### config.mk
export PLATFORM = sky130hd
export DESIGN_NAME = signal_watchdog_mc
export DESIGN_NICKNAME = d
export VERILOG_FILES = /design/src/rtl/signal_watchdog_mc.sv
export SDC_FILE = /design/constraint.sdc
export NUM_CORES = 1
export LEC_CHECK = 0
export BUFFER_PORTS_ARGS = -buffer_cell sky130_fd_sc_hd__buf_2
export CORE_MARGIN = 8
export CORE_UTILIZATION = 55
export CTS_BUF_LIST = sky130_fd_sc_hd__clkbuf_2
export DETAILED_ROUTE_END_ITERATION = 10
export PLACE_DENSITY = 0.83
export RECOVER_POWER = 25
export SYNTH_ARGS = -nofsm -noshare
export SYNTH_HDL_FRONTEND = slang
export SYNTH_SLANG_ARGS = --single-unit
### constraint.sdc
create_clock -name clk -period 11.6 [get_ports clk]
set_input_delay 1.16 -clock clk [delete_from_list [all_inputs] [get_ports clk]]
set_output_delay 1.16 -clock clk [all_outputs]
set_load 0.01 [all_outputs]
### src/rtl/signal_watchdog_mc.sv
// -----------------------------------------------------------------------------
// signal_watchdog_mc
//   Multi-channel receiver watchdog. It sits beside the dot11 demodulator and
//   watches for three failures:
//     bit0 DC      - on any channel, both the I and the Q sign balance over a
//                    window of 2**DC_WIN_LOG2 samples are badly skewed
//                    (DC offset or stuck input)
//     bit1 length  - the SIG length is outside [min, max] (max==0 disables max)
//     bit2 timeout - demod has been ongoing for demod_timeout_th cycles in a row
//   When any enabled check fires in IDLE, the block drives a receiver_rst pulse
//   of RST_PULSE_LEN cycles and then ignores all checks for HOLDOFF_LEN cycles.
//   The reason bitmask and a saturating event counter are kept for status
//   readback.
//
// Ports
//   clk, rstn          clock, async active-low reset
//   enable             0 idles every check and clears its counters
//   iq_data/iq_valid   NUM_CH channels, ch k at [k*2W +: 2W], {I, Q}
//   demod_is_ongoing   dot11 demod active
//   signal_len/sig_valid  SIG length and its 1-cycle strobe
//   check_en           per-check enable mask {timeout, length, dc}
//   *_th               thresholds for the three checks
//   receiver_rst       reset pulse to the receiver
//   rst_reason         checks that fired at the last event
//   rst_count          events since reset, saturating at 0xFFFF
// -----------------------------------------------------------------------------
module signal_watchdog_mc #(
  parameter int IQ_DATA_WIDTH = 16,
  parameter int NUM_CH        = 2,
  parameter int DC_WIN_LOG2   = 5,
  parameter int RST_PULSE_LEN = 4,
  parameter int HOLDOFF_LEN   = 64,
  parameter int TIMEOUT_WIDTH = 20
) (
  input  logic                              clk,
  input  logic                              rstn,
  input  logic                              enable,
  input  logic [NUM_CH*2*IQ_DATA_WIDTH-1:0] iq_data,
  input  logic                              iq_valid,
  input  logic                              demod_is_ongoing,
  input  logic [15:0]                       signal_len,
  input  logic                              sig_valid,
  input  logic [2:0]                        check_en,
  input  logic [15:0]                       min_signal_len_th,
  input  logic [15:0]                       max_signal_len_th,
  input  logic [7:0]                        dc_running_sum_th,
  input  logic [TIMEOUT_WIDTH-1:0]          demod_timeout_th,
  output logic                              receiver_rst,
  output logic [2:0]                        rst_reason,
  output logic [15:0]                       rst_count
);

  localparam int WIN    = 1 << DC_WIN_LOG2;
  localparam int CNT_W  = DC_WIN_LOG2 + 1;       // holds 0..WIN
  localparam int CH_W   = 2 * IQ_DATA_WIDTH;
  localparam int PH_MAX = (RST_PULSE_LEN > HOLDOFF_LEN) ? RST_PULSE_LEN : HOLDOFF_LEN;
  localparam int PH_W   = $clog2(PH_MAX + 1);

  typedef enum logic [1:0] {ST_IDLE, ST_PULSE, ST_HOLDOFF} state_t;

  state_t            state;
  logic [PH_W-1:0]   ph_cnt;

  // |2*neg - WIN|: distance of the negative-sample count from a perfect 50/50.
  function automatic logic [CNT_W-1:0] imbalance(input logic [CNT_W-1:0] neg);
    logic [CNT_W:0] twice;
    twice = {neg, 1'b0};
    if (twice >= (CNT_W+1)'(WIN)) imbalance = CNT_W'(twice - (CNT_W+1)'(WIN));
    else                          imbalance = CNT_W'((CNT_W+1)'(WIN) - twice);
  endfunction

  // ---------------------------------------------------------------- DC check
  logic                   dc_clear, dc_strobe, win_last, dc_hit;
  logic [DC_WIN_LOG2-1:0] win_cnt;
  logic [CNT_W-1:0]       neg_i     [NUM_CH];
  logic [CNT_W-1:0]       neg_q     [NUM_CH];
  logic [CNT_W-1:0]       neg_i_nxt [NUM_CH];
  logic [CNT_W-1:0]       neg_q_nxt [NUM_CH];

  assign dc_clear  = !enable || !demod_is_ongoing || (state != ST_IDLE);
  assign dc_strobe = iq_valid && !dc_clear;
  assign win_last  = dc_strobe && (&win_cnt);

  // Counts include the current sample so the W-th strobe is judged on all W.
  always_comb begin
    // NOTE: every always_comb output gets a default first so no latch is inferred.
    dc_hit = 1'b0;
    for (int k = 0; k < NUM_CH; k++) begin
      neg_i_nxt[k] = neg_i[k] + CNT_W'(iq_data[k*CH_W + CH_W - 1]);
      neg_q_nxt[k] = neg_q[k] + CNT_W'(iq_data[k*CH_W + IQ_DATA_WIDTH - 1]);
      if (win_last &&
          (9'(imbalance(neg_i_nxt[k])) >= 9'(dc_running_sum_th)) &&
          (9'(imbalance(neg_q_nxt[k])) >= 9'(dc_running_sum_th)))
        dc_hit = 1'b1;
    end
  end

  always_ff @(posedge clk or negedge rstn) begin
    // NOTE: the per-channel arrays are small counters, not RAM, so they take the reset.
    if (!rstn) begin
      win_cnt <= '0;
      for (int k = 0; k < NUM_CH; k++) begin
        neg_i[k] <= '0;
        neg_q[k] <= '0;
      end
    end else if (dc_clear || win_last) begin
      win_cnt <= '0;
      for (int k = 0; k < NUM_CH; k++) begin
        neg_i[k] <= '0;
        neg_q[k] <= '0;
      end
    end else if (dc_strobe) begin
      win_cnt <= win_cnt + DC_WIN_LOG2'(1);
      for (int k = 0; k < NUM_CH; k++) begin
        neg_i[k] <= neg_i_nxt[k];
        neg_q[k] <= neg_q_nxt[k];
      end
    end
  end

  // ------------------------------------------------------------ length check
  logic len_hit;
  assign len_hit = sig_valid &&
                   ((signal_len < min_signal_len_th) ||
                    ((max_signal_len_th != 16'd0) && (signal_len > max_signal_len_th)));

  // ----------------------------------------------------------- timeout check
  logic [TIMEOUT_WIDTH-1:0] to_cnt;
  logic                     to_clear, to_hit;

  assign to_clear = !enable || !demod_is_ongoing || (state != ST_IDLE);
  // Fires on the th-th consecutive ongoing cycle: the count before this cycle is th-1.
  assign to_hit   = !to_clear && (demod_timeout_th != '0) &&
                    (({1'b0, to_cnt} + (TIMEOUT_WIDTH+1)'(1)) == {1'b0, demod_timeout_th});

  always_ff @(posedge clk or negedge rstn) begin
    // NOTE: sequential state always uses non-blocking assignments.
    if (!rstn)              to_cnt <= '0;
    else if (to_clear)      to_cnt <= '0;
    else if (to_cnt != '1)  to_cnt <= to_cnt + TIMEOUT_WIDTH'(1);
  end

  // --------------------------------------------------------------- sequencer
  logic [2:0] trig;
  logic       fire;

  assign trig = check_en & {to_hit, len_hit, dc_hit};
  assign fire = enable && (state == ST_IDLE) && (|trig);

  always_ff @(posedge clk or negedge rstn) begin
    if (!rstn) begin
      state        <= ST_IDLE;
      ph_cnt       <= '0;
      receiver_rst <= 1'b0;
      rst_reason   <= 3'b000;
      rst_count    <= 16'd0;
    end else begin
      case (state)
        ST_IDLE: begin
          if (fire) begin
            state        <= ST_PULSE;
            ph_cnt       <= '0;
            receiver_rst <= 1'b1;
            rst_reason   <= trig;
            if (rst_count != 16'hFFFF) rst_count <= rst_count + 16'd1;
          end
        end
        ST_PULSE: begin
          if (ph_cnt == PH_W'(RST_PULSE_LEN - 1)) begin
            state        <= ST_HOLDOFF;
            ph_cnt       <= '0;
            receiver_rst <= 1'b0;
          end else begin
            ph_cnt <= ph_cnt + PH_W'(1);
          end
        end
        ST_HOLDOFF: begin
          if (ph_cnt == PH_W'(HOLDOFF_LEN - 1)) state  <= ST_IDLE;
          else                                  ph_cnt <= ph_cnt + PH_W'(1);
        end
        default: begin
          state        <= ST_IDLE;
          receiver_rst <= 1'b0;
        end
      endcase
    end
  end

  // Only the sign bit of each I/Q component matters here.
  logic unused_iq;
  assign unused_iq = ^iq_data;

endmodule

==> After elaboration in Yosys (flattened, before gate mapping) <==
Cells that the tools add are included.
Widths: inputs -> output; s select.
{ "classes": {"shifts": 0, "magnitude_cmp": 10, "eq_ne": 11, "n_mul": 0, "n_reduce_logical": 33, "add_sub_neg": 17, "bitwise_logic": 2, "div_mod_pow": 0, "muxes": 25} }
{ "ops": {"columns": ["cell", "count"], "rows": [
  ["$mux 12", 4],
  ["$mux 20", 2],
  ["$ge 6x8->1", 4],
  ["$ge 7x6->1 const B", 4],
  ["$add 6x1->6", 4],
  ["$mux 6", 4],
  ["$sub 6x6->6 const A", 4],
  ["$sub 6x6->6 const B", 4],
  ["$add 20x1->21 const B", 1],
  ["$eq 21x20->1", 1],
  ["$mux 7", 3],
  ["$pmux 7 s3", 1],
  ["$add 20x1->20 const B", 1],
  ["$ne 20x20->1 const B", 1],
  ["$reduce_bool 20->1", 1],
  ["$add 16x1->16 const B", 1],
  ["$gt 16x16->1", 1],
  ["$lt 16x16->1", 1],
  ["$ne 16x16->1 const B", 1],
  ["$reduce_bool 16->1", 1],
  ["$logic_and 1x1->1", 12],
  ["$reduce_and 3->1", 4],
  ["$mux 5", 2],
  ["$ne 2x2->1 const B", 4],
  ["20 further kinds", 32]
]} }
{ "totals": {"rom_bits": 0, "ram_bits": 0, "latch_bits": 0, "n_memories": 0, "regBits": 78, "word_cells": 109, "output_inout_bits": 20} }

==> Longest topological paths before layout <==
Gate-level depths: netlist (run 1).
{ "logic_depth": {"ltp_word": 15, "ltp_mapped": 21, "mapped_depth_nobuf": 18} }

==> Worst setup path before layout (run 1) <==
No wires, ideal clock.
{ "synth_timing": {"path_kind": "input to register", "startpoint": "input iq_data[63]", "endpoint": "register ph_cnt[6]", "t_arrival_ns": 4.546, "path_stages": 19, "slack_ns": 6.933, "path_buffers": 3, "setup_time_ns": 0.121, "t_required_ns": 11.479, "path_cell_list": "ha_1 ha_1 clkbuf_1 and3_1 nor3_1 a31oi_1 mux2_2 ha_1 o21ai_0 a21oi_1 nor4_1 nor3_1 o21ai_0 and2_1 nor2b_1 buf_6 clkbuf_1 a21oi_1 a22o_1"} }
{ "synth_via": {"elab_chain_cells": 12, "word_cells_on_any_way": 14} }
{ "synth_lines": {"columns": ["item", "line", "rtl"], "rows": [
  ["start, declared", "38", "input logic [NUM_CH*2*IQ_DATA_WIDTH-1:0] iq_data,"],
  ["$add 6x1->6 *", "89", "neg_i_nxt[k] = neg_i[k] + CNT_W'(iq_data[k*CH_W + CH_W - 1]);"],
  ["$sub 6x6->6, or another cell as far along", "69", "else imbalance = CNT_W'((CNT_W+1)'(WIN) - twice);"],
  ["$mux 6 *", "68", "if (twice >= (CNT_W+1)'(WIN)) imbalance = CNT_W'(twice - (CNT_W+1)'(WIN));"],
  ["$ge 6x8->1 *", "92", "(9'(imbalance(neg_i_nxt[k])) >= 9'(dc_running_sum_th)) &&"],
  ["$logic_and 1x1->1 *", "91", "if (win_last &&"],
  ["$logic_and 1x1->1 *", "92", null],
  ["$mux 1 *", "91", null],
  ["$and 3x3->3 *", "147", "assign trig = check_en & {to_hit, len_hit, dc_hit};"],
  ["$reduce_or 3->1 *", "148", "assign fire = enable && (state == ST_IDLE) && (|trig);"],
  ["$logic_and 1x1->1 *", "148", null],
  ["$ne 2x2->1 (no line) *", null, null],
  ["$reduce_and 3->1 (no line) *", null, null],
  ["end signal, assigned", "174", "ph_cnt <= ph_cnt + PH_W'(1);"],
  ["end signal, assigned", "179", "else ph_cnt <= ph_cnt + PH_W'(1);"],
  ["end, declared", "62", "logic [PH_W-1:0] ph_cnt;"]
]} }
Mark *: on every way between the ends. The rest lies on a longest branch, timed or not.
A chain may end at the register's enable or synchronous reset.

==> Final worst setup path (run 1) <==
{ "layout_timing": {"startpoint": "input iq_data[63]", "endpoint": "register ph_cnt[3]"} }
The elaborated chain is that of the path after synthesis.

==> metrics, run 1 <==
FF-to-FF Start neg_q[0]$_DFFE_PN0P_; r2r endpoint ph_cnt[0]$_DFFE_PN0P_; Root Driver clkbuf_2; class of the most critical setup path in2reg; initial antenna violation count 0; Area Growth Syn to Fin 10.8%; VDD IR max 0.0441 mV; crit path from iq_data[63]; post_cts resized 0; first drt pass iteration count 5; CTS H-tree depth 3; fin area 7240 µm²; Die W 125 µm; yosys warns 0; RD Place Congestion 0.887; layout cell share with drive strength beyond 1 17.3%; critical path depth in cells 18; detailed-route vias per instance 5.83; Reg2Reg Depth 17; Mapped Nets 991; drt initial violations 445; final worst path period need 4650 ps; Top delay family on crit path compound AO/OA/AOI/OAI gates; R2R Setup Slk 7260 ps; Worst path most repeated cell ha_1; number of synthesized flops with an enable pin 0; CP arrival 5160 ps; Max clock buf depth 2; Post-synth ARST share 100%; Num CTS Buffers 9; final worst path period share 40.0%; total power 0.000499 W; Worst Tran Pin Value 4150 ps; CP bufs+invs 2; most frequent cells in the layout 107 x buf_2, 78 x dfrtp_1, 74 x ha_1, 59 x inv_1; DIE AREA 15,600 µm²; routed length per instance 15.2 µm; Worst path max stage delay 510 ps; Placed Area 7140 µm²; Final TNS setup 0 ps; HPWL Detailed 11.7 mm; GR Overflow Total 0; vias in the first global route 5,730; Final setup violation count 0; Chip Height 125 µm; P_leak 3.49 nW; clock slew at reported path FFs 220 ps; Seq/Total Area, Yosys 29.9%; most common flop cell mapped by yosys dfrtp_1; final hold viol count 0; status finished, violations left; final WL 15.3 mm; CP endpoint ph_cnt[3]$_DFFE_PN0P_; Diodes inserted 0; Routed Antenna Nets 0; DRC violation count after routing 0; violated checks max-capacitance violations, max-slew violations; Crit path required time 12,120 ps; Clock Skew 28.9 ps; # hold bufs at CTS 0; # IOs 169; Avg Inst Size Synth 8.51 µm²; Initial Util 55.3%; Hold WC Path Type reg2reg; Core ar. 11,800 µm²; row cnt 40; pwr dens 68.9 nW/µm²; Max-cap violations 1; Crit. End Element flop; CP cell instances buf_2, ha_1, ha_1, and3_1, nor3_1, a31oi_1, mux2_2, ha_1, o21ai_0, a21oi_1, nor4_1, nor3_1, o21ai_0, and2_1, nor2b_2, buf_4, a2111oi_2, a22o_1; RSZ-0062 raised after global routing no; FF+latch count, synth 78; Hold Path Cell Cnt 2; Worst setup SP type input port; Fmax 0.215 GHz; CTS tree done; postcts setup bufs 0; CP Max Fanout 29; largest net degree at the start of global routing 79; clk sinks 78; Max-slew headroom -177%; worst skew pair latency 560 ps; DR vias 5,871; Gate Count Post-Synth 768; Crit-path slowest cell a2111oi_2; area of the mapped netlist 6540 µm²; All-Layer GR Usage 19.9%; nets 1,079; most common cell after layout, fill and taps aside buf_2; Fill cells 1,069; fin. max-slew vios 79; synth unique cells 58; PortBufs 108; first-pass GRT wire length 26.2 mm
## worst min-delay path, cell delays in order, from the launching register on
cell	delay, ps
dfrtp_1	390
nand2_1	50
nand2_1	50
## final cells by class
cell class	instances	area [µm²]	area share, %
Clock buffer	9	45.0	0.622
Clock inverter	6	63.8	0.881
Inverter	59	221	3.06
Multi-Input combinational cell	597	4220	58.2
Sequential cell	78	1950	26.9
Tap cell	147	184	2.54
Timing Repair Buffer	111	562	7.76
## cell usage after synthesis (4+ instances only)
| master | instances | area share (%) |
|---|---|---|
| nor3_1 | 18 | 1.4 |
| ha_1 | 74 | 14 |
| xor2_1 | 26 | 3.5 |
| o211ai_1 | 5 | 0.57 |
| nand4_1 | 20 | 1.9 |
| o21a_1 | 8 | 0.92 |
| mux2_2 | 9 | 1.6 |
| a21o_1 | 8 | 0.92 |
| nor4_1 | 25 | 2.4 |
| buf_2 | 6 | 0.46 |
| and2_1 | 5 | 0.48 |
| nor2_1 | 49 | 2.8 |
| a21oi_1 | 43 | 3.3 |
| inv_1 | 59 | 3.4 |
| dfrtp_1 | 78 | 30 |
| o22ai_1 | 5 | 0.48 |
| o21ai_0 | 54 | 4.1 |
| nand3_1 | 35 | 2.7 |
| clkbuf_1 | 24 | 1.4 |
| a22o_1 | 7 | 0.94 |
| and3_1 | 17 | 1.6 |
| o31ai_1 | 7 | 0.80 |
| mux2i_1 | 4 | 0.61 |
| nor2b_1 | 13 | 1.2 |
| xnor2_1 | 44 | 5.9 |
| nor4b_2 | 5 | 1.1 |
| a31oi_1 | 11 | 1.1 |
| nand2b_1 | 8 | 0.77 |
| a211oi_1 | 4 | 0.46 |
| nand2_1 | 54 | 3.1 |
## flip-flops by register name, indices dropped and copies added (netlist names)
name / flops
neg_i: 12
neg_q: 12
state: 2
rst_reason: 3
win_cnt: 5
rst_count: 16
receiver_rst: 1
to_cnt: 20
ph_cnt: 7
## kinds of logic (layout without fill, tap and decap cells)
family,count (synthesis),count (layout),synth area share [%]
mux,13,13,2.16
simple gates,266,266,22.0
fa+ha+maj,74,74,14.2
xor+xnor,70,70,9.38
flops,78,78,29.9
compound gates,174,174,16.7
buf+inv,93,185,5.70
## metal layers
metal  wire length, µm  global-route usage, %  vias to the layer above
li1                  -                      -                     2949
met1              7020                   24.3                     2745
met2              7210                   32.3                      143
met3               726                   5.52                       34
met4               380                   8.17                        0
met5                 0                      0                        -
## per-stage QoR
| step | std cells | util [%] | setup slack, ps | hold slack, ps |
|---|---|---|---|---|
| 2_1_floorplan | 768 | - | 6930 | 454 |
| 3_3_place_gp | 992 | 60.4 | 6440 | 461 |
| 3_5_place_dp | 992 | 60.4 | 6410 | 470 |
| 4_1_cts | 1007 | 61.4 | 7060 | 515 |
| 5_1_grt | 1007 | 61.3 | 6410 | 537 |
| 6_report | 1007 | 61.3 | 6950 | 510 |
## worst min-delay path by stage
stage                                         start                         to
final                     rst_reason[1]$_DFFE_PN0P_  rst_reason[1]$_DFFE_PN0P_
after global routing       rst_count[4]$_DFFE_PN0P_   rst_count[4]$_DFFE_PN0P_
after CTS                 rst_count[12]$_DFFE_PN0P_  rst_count[12]$_DFFE_PN0P_
after detailed placement  rst_reason[1]$_DFFE_PN0P_  rst_reason[1]$_DFFE_PN0P_
after global placement    rst_reason[1]$_DFFE_PN0P_  rst_reason[1]$_DFFE_PN0P_
after floorplan                neg_i[0]$_DFFE_PN0P_       neg_i[0]$_DFFE_PN0P_
## power by group
part / switching (W) / internal [W] / leakage [nW] / total [W]
clock: 0.000101 / 0.0000481 / 0.0654 / 0.000150
combinational: 0.0000416 / 0.0000356 / 2.37 / 0.0000773
sequential: 0 / 0.000272 / 1.06 / 0.000272
(Power assumes the default switching activity.)
==> inputs of run 2 (changes only) <==
--- a/config.mk
+++ b/config.mk
@@ -5,12 +5,13 @@
 export SDC_FILE = /design/constraint.sdc
 export NUM_CORES = 1
 export LEC_CHECK = 0
+export ABC_AREA = 1
 export BUFFER_PORTS_ARGS = -buffer_cell sky130_fd_sc_hd__buf_2
 export CORE_MARGIN = 8
 export CORE_UTILIZATION = 55
 export CTS_BUF_LIST = sky130_fd_sc_hd__clkbuf_2
 export DETAILED_ROUTE_END_ITERATION = 10
-export PLACE_DENSITY = 0.83
+export PLACE_DENSITY = 0.82
 export RECOVER_POWER = 25
 export SYNTH_ARGS = -nofsm -noshare
 export SYNTH_HDL_FRONTEND = slang
==> constraint.sdc (replaced) <==
create_clock -name clk -period 4.3 [get_ports clk]
set_input_delay 0.43 -clock clk [delete_from_list [all_inputs] [get_ports clk]]
set_output_delay 0.43 -clock clk [all_outputs]
set_load 0.01 [all_outputs]
==> run 2 against run 1 <==
  * The flow still finishes with violations (max-capacitance violations, max-slew violations)
  * Hold slack worse by 350 ps
  * Cell area is 2.4% higher
  * Utilization is 0.93 points higher
  * Wire length is 2.6% higher
  * Worst setup slack worse by 6300 ps
  * Clock power is 140% higher
  * Total power grew to 3.6 times the previous value
  * Via count is 9.6% higher
  * Largest power group unchanged
  * Highest routed layer unchanged
==> metrics, run 2 <==
status finished, violations left; violated checks max-capacitance violations, max-slew violations; nets 1,292 (+20%); post_cts resized 0 (unchanged); first-pass GRT wire length 26.6 mm (+1.5%); clock slew at reported path FFs 240 ps (+20 ps); RD Place Congestion 0.902 (+1.7%); Seq/Total Area, Yosys 29.4% (-0.43 points); CP Max Fanout 20 (-31%); most instantiated library cell after synthesis nand2_1; pwr dens 244 nW/µm² (+250%); leading area contributor after synthesis dfrtp_1; initial antenna violation count 0 (unchanged); Initial Util 55.7% (+0.33 points); Post-synth ARST share 100% (unchanged); area share of the largest cell type after synthesis 29.4% (-0.43 points); final hold viol count 0 (unchanged); P_leak 3.93 nW (+13%); PortBufs 108 (unchanged); final design utilization 62.3% (+0.93 points); Chip Height 126 µm (+0.63%); Hold Path Cell Cnt 4 (+2); VDD IR max 0.161 mV (+270%); most common flop cell mapped by yosys dfrtp_1; final worst path period share 83.7%; Final TNS setup 0 ps (unchanged); Final setup violation count 0 (unchanged); Clock Skew 23.9 ps (-4.92 ps); Max-slew headroom -31.2% (+150 points); top layer in use met4; Reg2Reg Depth 26 (+9); drt initial violations 378 (-15%); Diodes inserted 0 (unchanged); P_int 0.00109 W (+210%); FF+latch count, synth 78 (unchanged); hold endpoint rst_reason[0]$_DFFE_PN0P_; Crit. End Element flop; HPWL Detailed 12.5 mm (+6.4%); Sw Share 39.9% (+11 points); vias in the first global route 5,933 (+3.5%); hold_sp dc_running_sum_th[7]; worst skew pair latency 570 ps (about the same); Max clock buf depth 2 (unchanged); Met2 Wirelength 7.56 mm (+4.8%); synth unique cells 35 (-40%); first drt pass iteration count 6 (+1); Num CTS Buffers 9 (unchanged); most frequent cells in the layout 249 x nand2_1, 157 x inv_1, 107 x buf_2, 90 x nand3_1, 83 x nor2_1; Root Driver clkbuf_2; GR Overflow Total 0 (unchanged); DR vias 6,434 (+9.6%); Worst Tran Pin Value 1970 ps (-2180 ps); layout cell share with drive strength beyond 1 13.9% (-3.5 points); synth top area cells dfrtp_1 29%, nand2_1 14%, ha_1 14%, inv_1 8.9%, nand3_1 6.8%; max FFs per register 20 (unchanged); R2R Setup Slk 700 ps (-6560 ps); routed length per instance 12.9 µm (-15%); Hold WC Path Type in2reg; Most flops, register to_cnt; Post-synth top cells 249 x nand2_1, 157 x inv_1, 90 x nand3_1; Max-cap violations 1 (unchanged); final worst path period need 3600 ps; sequential power share 46.1% (-8.5 points); Crit path required time 4790 ps (-7330 ps); r2r endpoint rst_count[5]$_DFFE_PN0P_; clk sinks 78 (unchanged); RSZ-0062 raised after global routing no; detailed-route vias per instance 5.27 (-9.6%); area of the mapped netlist 6630 µm² (+1.5%); number of synthesized flops with an enable pin 0 (unchanged); Gate Count Post-Synth 958 (+25%); DRT met1 WL 7.08 mm (+0.87%); All-Layer GR Usage 20.2% (+0.30 points); final WL 15.7 mm (+2.6%); Worst setup SP type flop; DIE AREA 15,800 µm² (+1.3%); # placed instances 1,204 (+21%); combinational cell fraction of total power 34.0% (+19 points); largest net degree at the start of global routing 79 (unchanged); DR WL met3 744 µm (+2.5%); Routed Antenna Nets 0 (unchanged); Clock power frac 19.9% (-10 points); yosys warns 0 (unchanged); fin. max-slew vios 79 (unchanged); CP arrival 4090 ps (-1070 ps); fin cells 1,221 (+21%); P_sw 0.000723 W (+400%); row cnt 40 (unchanged); Worst Hold Margin 163 ps (-347 ps); most common cell after layout, fill and taps aside nand2_1; class of the most critical setup path reg2reg; Mapped Nets 1,181 (+19%); Fmax 0.278 GHz; CTS H-tree depth 3 (unchanged); Core ar. 11,900 µm² (+0.85%); # IOs 169 (unchanged); DRC violation count after routing 0 (unchanged); Die W 126 µm (+0.63%); FF-to-FF Start neg_q[6]$_DFFE_PN0P_; Avg Inst Size Synth 6.92 µm² (-19%); biggest regs to_cnt: 20 flops, rst_count: 16 flops; CTS tree done; Area Growth Syn to Fin 11.8%
-- run 2: cell types whose count changed after synthesis, moves of 13 or more --
cell | previous run | this run
and3_1 | 17 | 0
clkbuf_1 | 24 | 7
inv_1 | 59 | 157
nand2_1 | 54 | 249
nand3_1 | 35 | 90
nor2_1 | 49 | 83
nor2b_1 | 13 | 0
nor4_1 | 25 | 5
xnor2_1 | 44 | 13
-- run 2: metrics by stage --
stage | power (W) | instance area (µm²) | worst slack, ps
floorplan | 0.00126 | 6630 | 1160
global placement | 0.00145 | 7310 | 613
CTS | 0.00183 | 7420 | 698
detailed placement | 0.00147 | 7310 | 582
finish | 0.00181 | 7420 | 702
global route | 0.00197 | 7420 | 267
-- run 2: worst max-delay path: stages (launching register included) --
cell     delay [ps]
dfrtp_1         450
ha_1            190
ha_1            200
nand3_1         100
xor2_1          200
inv_1            80
nor2_1          190
inv_1            80
nor2_1          110
xor2_1          150
inv_1            50
ha_1            280
a21oi_1         110
o21ai_0          90
nand2_1          70
nand2_1          50
nand2_1          50
nand2_1          50
nand2_1          50
nand2_1          50
nand2_1          80
nand2_1          60
inv_1           200
nand2_4         180
nand2_4         240
nand2_1         110
o21ai_2          70
-- run 2: cells by family (layout without fill, tap and decap cells) --
logic type,Yosys count,count (layout),synth area share (%)
compound gates,113,113,9.36
xor+xnor,40,40,5.51
fa+ha+maj,74,74,14.0
buf+inv,169,285,9.87
flops,78,78,29.4
simple gates,484,484,31.9
-- run 2: layer usage --
metal / global-route usage, % / vias to the layer above
met1: 24.5 / 2927
met5: 0 / -
li1: - / 3323
met4: 8.42 / 0
met3: 3.63 / 25
met2: 34.6 / 159
-- run 2: worst max-delay path by stage --
stage / start / endpoint / slack [ps] / cells after the start
after floorplan: iq_data[63] / ph_cnt[0]$_DFFE_PN0P_ / 1160 / 26
after global placement: iq_data[63] / rst_count[2]$_DFFE_PN0P_ / 610 / 27
after detailed placement: iq_data[15] / rst_count[5]$_DFFE_PN0P_ / 580 / 27
after CTS: neg_i[0]$_DFFE_PN0P_ / rst_count[5]$_DFFE_PN0P_ / 700 / 26
after global routing: neg_q[6]$_DFFE_PN0P_ / rst_count[5]$_DFFE_PN0P_ / 270 / 26
final: neg_q[6]$_DFFE_PN0P_ / rst_count[5]$_DFFE_PN0P_ / 700 / 26
-- run 2: power groups by stage --
stage / sequential, W / clock (W) / combinational, W
2_1_floorplan: 0.000849 / 0 / 0.000414
3_3_place_gp: 0.000844 / 0 / 0.000606
3_5_place_dp: 0.000847 / 0 / 0.000618
4_1_cts: 0.000834 / 0.000376 / 0.000623
5_1_grt: 0.000842 / 0.000407 / 0.000721
6_report: 0.000834 / 0.000361 / 0.000615
-- run 2: what timing repair did --
action	in CTS	in global routing
hold endpoints to repair	24	0
buffers inserted	0	0
hold buffers	1	0
-- run 2: layout make-up --
type                            instances  area (µm²)
Clock buffer                            9        45.0
Clock inverter                          7        50.0
Fill cell                            1145        4500
Inverter                              158         593
Multi-Input combinational cell        711        4030
Sequential cell                        78        1950
Tap cell                              147         184
Timing Repair Buffer                  111         566
==> inputs of run 3 (changes only) <==
--- a/config.mk
+++ b/config.mk
@@ -5,13 +5,13 @@
 export SDC_FILE = /design/constraint.sdc
 export NUM_CORES = 1
 export LEC_CHECK = 0
-export ABC_AREA = 1
+export ABC_AREA = 0
 export BUFFER_PORTS_ARGS = -buffer_cell sky130_fd_sc_hd__buf_2
 export CORE_MARGIN = 8
-export CORE_UTILIZATION = 55
+export CORE_UTILIZATION = 50
 export CTS_BUF_LIST = sky130_fd_sc_hd__clkbuf_2
 export DETAILED_ROUTE_END_ITERATION = 10
-export PLACE_DENSITY = 0.82
+export PLACE_DENSITY = 0.79
 export RECOVER_POWER = 25
 export SYNTH_ARGS = -nofsm -noshare
 export SYNTH_HDL_FRONTEND = slang
==> constraint.sdc (replaced) <==
create_clock -name clk -period 3 [get_ports clk]
set_input_delay 0.3 -clock clk [delete_from_list [all_inputs] [get_ports clk]]
set_output_delay 0.3 -clock clk [all_outputs]
set_load 0.01 [all_outputs]
==> run 3 against run 2 <==
  * The run ends with max-capacitance violations, max-slew violations, negative setup slack left
  * Sequential cell count did not move
  * Wire length is 23% higher
  * Fmax is 3.0% lower
  * Cell count fell by 4.0%
  * Global-route usage rose by 2.0 points
  * Total power is 13% higher
  * Clock power up 73%
  * Die area increased by 7.3%
  * Cell area rose by 22%
  * First-iteration DRC count up 2.1%
  * Non-clock buffer count is 139 higher
  * Sequential share of layout area shrank 4.7 points
  * Largest cell class unchanged
  * Highest routed layer unchanged
==> metrics, run 3 (synthesis results as in run 1) <==
status finished, violations left; violated checks max-capacitance violations, max-slew violations, negative setup slack; RD Place Congestion 0.880 (-2.5%); final WL 19.3 mm (+23%); fin. max-slew vios 79 (unchanged); GR Overflow Total 0 (unchanged); routed length per instance 16.5 µm (+28%); Final setup violation count 29 (+29); Max-cap violations 1 (unchanged); Worst Hold Margin 89.5 ps (-73.3 ps); Max-slew headroom -31.7% (-0.55 points); # IOs 169 (unchanged); fin area 9020 µm² (+22%); detailed-route vias per instance 5.65 (+7.2%); CP Max Fanout 5 (-75%); Final WS setup -709 ps (-1410 ps); Num CTS Buffers 9 (unchanged); DRC violation count after routing 0 (unchanged); layout cell share with drive strength beyond 1 35.7% (+22 points); Worst path max stage delay 460 ps (about the same); Diodes inserted 0 (unchanged); CTS H-tree depth 3 (unchanged); Crit path required time 3510 ps (-1280 ps); clk sinks 78 (unchanged); DIE AREA 17,000 µm² (+7.3%); row cnt 41 (+2.5%); Initial Util 51.6% (-4.1 points); vias in the first global route 6,604 (+11%); All-Layer GR Usage 22.2% (+2.0 points); Placed Area 8340 µm² (+14%); Routed Antenna Nets 0 (unchanged); most frequent cells in the layout 131 x buf_4, 107 x buf_2, 78 x dfrtp_1, 59 x ha_1, 57 x inv_1; Chip Height 130 µm (+3.6%); Max clock buf depth 2 (unchanged); DR vias 6,623 (+2.9%); final worst path period share 124% (+40 points); Area Growth Syn to Fin 38.0%; Crit-path slowest cell dfrtp_1; CP arrival 4220 ps (+130 ps); worst skew pair latency 590 ps (+20 ps); P_leak 4.31 nW (+9.9%); RSZ-0062 raised after global routing yes; PortBufs 108 (unchanged); Most flops, register to_cnt; final hold viol count 0 (unchanged); first drt pass iteration count 6 (unchanged); Fmax 0.270 GHz (-3.0%); VDD IR max 0.149 mV (-7.6%); Die W 130 µm (+3.6%); multi-input logic area 4840 µm² (+20%); CP cell instances ha_4, ha_4, inv_1, ha_1, mux2_4, ha_1, o21ai_1, a21oi_1, nor4_2, nor3_2, o21ai_2, and2_4, nor2b_4, buf_6, buf_6, a2111o_1, a22o_1; total power 0.00204 W (+13%); Crit. End Element flop; clock slew at reported path FFs 240 ps (about the same); class of the most critical setup path reg2reg; final worst path period need 3710 ps (+112 ps); HPWL Detailed 13.7 mm (+10%); first-pass GRT wire length 30.6 mm (+15%); storage element area 1950 µm² (unchanged); Worst Tran Pin Value 1980 ps (+8.20 ps); most common cell after layout, fill and taps aside buf_4; Worst setup SP type flop; Final TNS setup -14,840 ps (-14,840 ps); drt initial violations 386 (+2.1%); pwr dens 226 nW/µm² (-7.3%); max FFs per register 20 (unchanged); nets 1,218 (-5.7%); Hold WC Path Type in2reg; Fill cells 941 (-18%); Core ar. 12,700 µm² (+6.4%); biggest regs to_cnt: 20 flops, rst_count: 16 flops; Root Driver clkbuf_2; CTS tree done; Clock Skew 35.6 ps (+11.7 ps); largest net degree at the start of global routing 79 (unchanged); initial antenna violation count 0 (unchanged)
==> run 3: power breakdown <==
group,switching (W),leakage (nW),internal [W]
registers,0,1.06,0.00105
logic,0.000188,3.18,0.000173
clock network,0.000424,0.0731,0.000203
==> run 3: final cells by class <==
type                            count  share of cell area [%]
Multi-Input combinational cell    597                    53.7
Sequential cell                    78                    21.6
Timing Repair Buffer              250                    18.5
Inverter                           59                    2.45
Tap cell                          172                    2.38
Clock inverter                      7                   0.901
Clock buffer                        9                   0.499
==> run 3: stage by stage <==
stage	utilization, %	instances	worst slack, ps
after floorplan	-	768	-416
after global placement	65.8	1142	-550
after detailed placement	65.8	1142	-662
after CTS	69.8	1170	-571
after global routing	71.2	1172	-791
final	71.2	1172	-709
==> run 3: worst paths after layout <==
check | from | end | slack [ps] | depth (start not counted)
setup reg to reg | neg_i[0]$_DFFE_PN0P_ | ph_cnt[3]$_DFFE_PN0P_ | -710 | 17
hold reg to reg | rst_reason[1]$_DFFE_PN0P_ | rst_reason[1]$_DFFE_PN0P_ | 500 | 2
min in group asynchronous | rstn | to_cnt[12]$_DFFE_PN0P_ | 750 | 2
setup / recovery | neg_i[0]$_DFFE_PN0P_ | ph_cnt[3]$_DFFE_PN0P_ | -710 | 17
max in group asynchronous | rstn | neg_i[8]$_DFFE_PN0P_ | 1060 | 2
hold / removal | iq_valid | win_cnt[3]$_DFFE_PN0P_ | 90 | 4
==> run 3: worst max-delay path, delay by kind of cell, from the launching register on <==
kind	cells	cell delay, ps
and+or+nand+nor	4	590
muxes	1	290
DFF	1	460
buffers and inverters	3	300
adders and majority gates	4	1050
AOI/OAI and AO/OA	5	980
==> run 3: layer usage <==
layer	vias to the layer above	track usage, %	wire, µm	share of wire, %
met3	51	4.32	1130	5.8
met5	-	0	0	0
met2	212	39.9	9830	51
met4	0	7.97	516	2.7
met1	3145	25.7	7830	41
li1	3215	-	-	-
==> run 3: repair_timing <==
action | CTS | global route
hold endpoints to repair | 78 | 0
gates resized for setup | 53 | 32
pin swaps | 27 | 36
gates cloned | 0 | 0
setup buffers | 11 | 2
endpoints found under the setup margin | 28 | 29
hold buffers | 1 | 0
